$ cat src/rtl/csk_mp_add_seq.sv
// rtl/csk_mp_add_seq.sv - multi-precision add/sub sequencer time-sharing one carry-skip slice adder
// Processes one CHUNK-bit slice per cycle, LSB first, with the inter-slice carry held in a flop.

module CSK_sin_mux #(
  parameter int m = 32
) (
  input  logic [m-1:0] a,
  input  logic [m-1:0] b,
  input  logic         cin,
  output logic [m-1:0] s,
  output logic         cout
);
  localparam int NB = m / 4;

  logic       blk_c;
  logic       rip_c;
  logic [3:0] prop;

  // 4-bit ripple blocks; a fully propagating block forwards its carry-in through the skip mux
  always_comb begin
    blk_c = cin;
    rip_c = 1'b0;
    prop  = '0;
    s     = '0;
    for (int g = 0; g < NB; g++) begin
      prop  = a[4*g +: 4] ^ b[4*g +: 4];
      rip_c = blk_c;
      for (int i = 0; i < 4; i++) begin
        s[4*g+i] = prop[i] ^ rip_c;
        rip_c    = (a[4*g+i] & b[4*g+i]) | (prop[i] & rip_c);
      end
      blk_c = (&prop) ? blk_c : rip_c;
    end
    cout = blk_c;
  end
endmodule

module csk_mp_add_seq #(
  parameter int W     = 128,
  parameter int CHUNK = 32
) (
  input  logic         clk,
  input  logic         rst,
  input  logic         in_valid,
  output logic         in_ready,
  input  logic         op_sub,
  input  logic         cin,
  input  logic [W-1:0] a,
  input  logic [W-1:0] b,
  output logic         out_valid,
  input  logic         out_ready,
  output logic [W-1:0] sum,
  output logic         cout,
  output logic         ovf,
  output logic         busy
);
  localparam int NCH = W / CHUNK;
  localparam int CW  = (NCH > 1) ? $clog2(NCH) : 1;

  if ((W % CHUNK) != 0 || (CHUNK % 4) != 0) begin : g_width_chk
    $error("csk_mp_add_seq: W must be a multiple of CHUNK and CHUNK a multiple of 4");
  end

  typedef enum logic [1:0] {S_IDLE, S_RUN, S_DONE} state_t;

  state_t         state_q, state_d;
  logic [CW-1:0]  cnt_q, cnt_d;
  logic           carry_q, carry_d;
  logic [W-1:0]   a_q, a_d;
  logic [W-1:0]   b_q, b_d;
  logic [W-1:0]   sum_q, sum_d;
  logic           cout_q, cout_d;
  logic           ovf_q, ovf_d;
  logic           in_ready_q, in_ready_d;
  logic           out_valid_q, out_valid_d;
  logic           busy_q, busy_d;

  logic [CHUNK-1:0] sl_a, sl_b, sl_s;
  logic             sl_co;
  logic             last;
  int               idx;

  assign idx  = int'(cnt_q) * CHUNK;
  assign sl_a = a_q[idx +: CHUNK];
  assign sl_b = b_q[idx +: CHUNK];
  assign last = (cnt_q == CW'(NCH - 1));

  CSK_sin_mux #(.m(CHUNK)) u_add (
    .a    (sl_a),
    .b    (sl_b),
    .cin  (carry_q),
    .s    (sl_s),
    .cout (sl_co)
  );

  always_comb begin
    state_d     = state_q;
    cnt_d       = cnt_q;
    carry_d     = carry_q;
    a_d         = a_q;
    b_d         = b_q;
    sum_d       = sum_q;
    cout_d      = cout_q;
    ovf_d       = ovf_q;
    in_ready_d  = in_ready_q;
    out_valid_d = out_valid_q;
    busy_d      = busy_q;
    case (state_q)
      S_IDLE: begin
        if (in_valid) begin
          // subtraction is a + ~b + 1, so the operand is inverted once at accept
          a_d        = a;
          b_d        = op_sub ? ~b : b;
          carry_d    = op_sub ? 1'b1 : cin;
          cnt_d      = '0;
          state_d    = S_RUN;
          in_ready_d = 1'b0;
          busy_d     = 1'b1;
        end
      end
      S_RUN: begin
        sum_d[idx +: CHUNK] = sl_s;
        carry_d             = sl_co;
        cnt_d               = cnt_q + CW'(1);
        if (last) begin
          cnt_d       = '0;
          state_d     = S_DONE;
          cout_d      = sl_co;
          ovf_d       = (sl_a[CHUNK-1] == sl_b[CHUNK-1]) && (sl_s[CHUNK-1] != sl_a[CHUNK-1]);
          out_valid_d = 1'b1;
        end
      end
      S_DONE: begin
        if (out_ready) begin
          state_d     = S_IDLE;
          out_valid_d = 1'b0;
          busy_d      = 1'b0;
          in_ready_d  = 1'b1;
        end
      end
      default: begin
        state_d     = S_IDLE;
        out_valid_d = 1'b0;
        busy_d      = 1'b0;
        in_ready_d  = 1'b1;
      end
    endcase
  end

  always_ff @(posedge clk) begin
    if (rst) begin
      state_q     <= S_IDLE;
      cnt_q       <= '0;
      carry_q     <= 1'b0;
      a_q         <= '0;
      b_q         <= '0;
      sum_q       <= '0;
      cout_q      <= 1'b0;
      ovf_q       <= 1'b0;
      in_ready_q  <= 1'b1;
      out_valid_q <= 1'b0;
      busy_q      <= 1'b0;
    end else begin
      state_q     <= state_d;
      cnt_q       <= cnt_d;
      carry_q     <= carry_d;
      a_q         <= a_d;
      b_q         <= b_d;
      sum_q       <= sum_d;
      cout_q      <= cout_d;
      ovf_q       <= ovf_d;
      in_ready_q  <= in_ready_d;
      out_valid_q <= out_valid_d;
      busy_q      <= busy_d;
    end
  end

  assign in_ready  = in_ready_q;
  assign out_valid = out_valid_q;
  assign busy      = busy_q;
  assign sum       = sum_q;
  assign cout      = cout_q;
  assign ovf       = ovf_q;
endmodule

$ cat config.mk
export PLATFORM = sky130hd
export DESIGN_NAME = csk_mp_add_seq
export DESIGN_NICKNAME = d
export VERILOG_FILES = /design/src/rtl/csk_mp_add_seq.sv
export SDC_FILE = /design/constraint.sdc
export NUM_CORES = 1
export LEC_CHECK = 0
export BUFFER_PORTS_ARGS = -buffer_cell sky130_fd_sc_hd__buf_2
export CORE_UTILIZATION = 55
export DETAILED_ROUTE_END_ITERATION = 7
export PLACE_DENSITY = 0.81
export SYNTH_ARGS = -nofsm -noshare
export SYNTH_HDL_FRONTEND = slang
export SYNTH_SLANG_ARGS = --single-unit
export TNS_END_PERCENT = 20
$ cat constraint.sdc
create_clock -name clk -period 20.2 [get_ports clk]
set_clock_uncertainty 0.15 [all_clocks]
set_input_delay 2.02 -clock clk [delete_from_list [all_inputs] [get_ports clk]]
set_output_delay 2.02 -clock clk [all_outputs]
set_load 0.01 [all_outputs]
==> impl_metrics.yaml <==
cts:
  cts_sinks: 394
  clock_latency_ns: 0.53
  post_cts_resized: 0
  cts.path.max_buffers: 3
  htree_levels: 2
  cts_tree: "yes"
  postCtsHoldBufs: 0
  cts_post_setup_buffers_inserted: 0
  cts-buffers-inserted: 41
  cts_root_buf: "clkbuf_16"
  path_clk_slew_ns: 0.06
critical_path:
  cp-start-kind: "register"
  cpMaxStageDelayCell: "dfxtp_4"
  cp-end-kind: "register"
  critPathKind: "reg2reg"
  startpoint: "cnt_q[0]"
  crit_required_ns: 20.44
  crit_path_frequent_cell: "fa_1"
  slowest_delay_ns: 0.70
  cp_data_arrival_time_ns: 16.29
  r2r_start: "cnt_q[0]"
  path_max_fanout: 31
power_and_ir_drop:
  p_total_mw: 1.94
  p_seq_frac: 0.438
  vdd_drop_max_uv: 55.4
  p_int_mw: 1.42
  comb_power_share: 0.151
  switchingPower_uw: 515
  clkPwrFrac: 0.411
  leakagePower_nw: 8.64
  cellPowerDensity_nw_per_um2: 92.2
  p_sw_frac: 0.266
global_routing:
  grt_overflow: 0
  grt_pass1_vias: 14300
  grt_pass1_wl_mm: 75.8
  grt_max_degree: 267
  grt_antenna_before_repair: 9
  grtUsageTotal: 0.295
min_path:
  hold_start: "a_q[59]"
  hold_class: "reg2reg"
sta:
  rsz0062_at_grt: "no"
  setup_tns_ns: 0
  report.final.slew_viol_count: 0
  slew-limit-headroom: 0.168
  finalCritPeriodShare: 0.795
  hold_slack_ns: 0.304
  min_period_ns: 16.06
  setup_slack_ns: 4.14
  hold_violations: 0
  setup_viol: 0
  tightest_slew_ns: 1.25
  fmax_mhz: 62.3
place:
  dp.cells: 2625
  place_congestion: 0.871
  post-place-ws_ns: 4.33
  hpwl_mm: 35.1
  port-buffer-count: 394
  placed_area_sq_um: 19500
synth:
  syn_nets: 2305
  synth_cell_types: 35
  yosys.area.top_type: "dfxtp_1"
  ys_ff_latch: 394
  synthTopCellsByCount: "dfxtp_1 (394), nor2_1 (387), nand2_1 (267)"
  syn-cell-area_sq_um: 17600
  synthCells: 1973
  yosysSeqAreaShare: 0.448
  synthTopCellsByArea: "dfxtp_1 (45%), nor2_1 (8.2%), mux4_2 (8.2%), a21oi_1 (7.3%), xnor2_1 (6.4%)"
  yosysMostFrequentCell: "dfxtp_1"
  synth_top_cell_area_share: 0.448
  synth_edf_count: 0
  yosys_warnings: 0
  synthFlopType: "dfxtp_1"
  async_flop_share: 0
  syn_area_per_cell_sq_um: 8.92
final_layout:
  fin_cells: 2710
  final_area_sq_um: 21000
  layout-area-overhead-vs-synth_pct: 19.2
  fillers: 2570
  drive_gt1_frac: 0.239
  final_util: 0.665
  final_net_count: 2598
floorplanning:
  chipWidth_um: 181
  die_height_um: 181
  start_util: 0.558
  pin_count: 395
  core_area_sq_um: 31600
  die_area_sq_um: 32700
  rows: 65
detailed_routing:
  avgViaCountPerCell: 5.51
  totalWireLength_mm: 49.3
  firstDrtPassIters: 5
  drtIter0Drc: 1075
  drc: 0
  postRouteAntennaNets: 0
  wire_per_inst_um: 18.2
  dr_total_vias: 14900
outcome:
  outcome: "completed"
flow_run:
  maxCapViolations: 0
-- power groups by stage --
stage | Sequential, mW | Combinational, mW | Clock [mW]
6_report | 0.848 | 0.292 | 0.795
2_1_floorplan | 0.855 | 0.191 | 0
5_1_grt | 0.852 | 0.317 | 0.837
3_3_place_gp | 0.862 | 0.284 | 0
3_5_place_dp | 0.864 | 0.289 | 0
4_1_cts | 0.847 | 0.292 | 0.804
-- worst max-delay path, delay by kind of cell (launching register included) --
kind / cells / cell delay, ns
DFF: 1 / 0.70
buffers and inverters: 4 / 0.26
muxes: 2 / 0.50
and+or+nand+nor: 8 / 0.85
xor gates and xnor gates: 1 / 0.22
AOI/OAI and AO/OA: 6 / 0.60
adders and majority gates: 32 / 12.60
-- kinds of logic (layout without fill, tap and decap cells) --
family,count (synthesis),count (layout),synth area share
XOR/XNOR,129,129,0.0642
adder cells (fa/ha/maj),70,70,0.0634
flip-flops,394,394,0.448
AND/OR/NAND/NOR,687,687,0.152
AO/OA/AOI/OAI,405,405,0.136
buffers and inverters,223,549,0.0544
multiplexers,65,65,0.0824
other,0,9,0
-- path summary, 6_finish.rpt --
| check | endpoint | slack [ns] | cells after the start |
|---|---|---|---|
| worst min-delay path | a_q[59] | 0.30 | 2 |
| worst min register to register | a_q[59] | 0.30 | 2 |
| worst max register to register | ovf | 4.14 | 53 |
| worst max-delay path | ovf | 4.14 | 53 |
-- state kept, by name, summed over array words and instances (netlist names) --
signal	count
b_q	128
cout	1
sum	128
busy	1
cnt_q	2
a_q	128
state_q	2
ovf	1
in_ready	1
carry_q	1
out_valid	1
-- layer usage --
layer	vias to the layer above	track usage	wire, um
met3	112	0.0405	3390
li1	7179	-	-
met5	-	0	0
met1	7005	0.366	19600
met4	0	0.139	2000
met2	635	0.507	24300
-- area by class of cell --
cell class / instances / area (sq um) / area share
clock buffers: 59 / 1250 / 0.0594
multi-input cells: 1356 / 8770 / 0.418
flip-flops and latches: 394 / 7900 / 0.376
repair buffers: 406 / 2090 / 0.0996
inverters: 67 / 251 / 0.0120
diodes: 9 / 22.5 / 0.00107
clock inverters: 17 / 204 / 0.00972
well taps: 402 / 503 / 0.0240
-- cell usage in the layout, fill, tap and decap left out, types with 43 or more instances in the layout --
cell / instances
dfxtp_1: 392
a21oi_1: 257
buf_2: 392
mux4_2: 64
a211oi_1: 129
nand2_1: 267
nor2_1: 386
clkbuf_16: 43
xnor2_1: 129
inv_1: 67
Note: power is estimated with default switching activity, not from simulation.
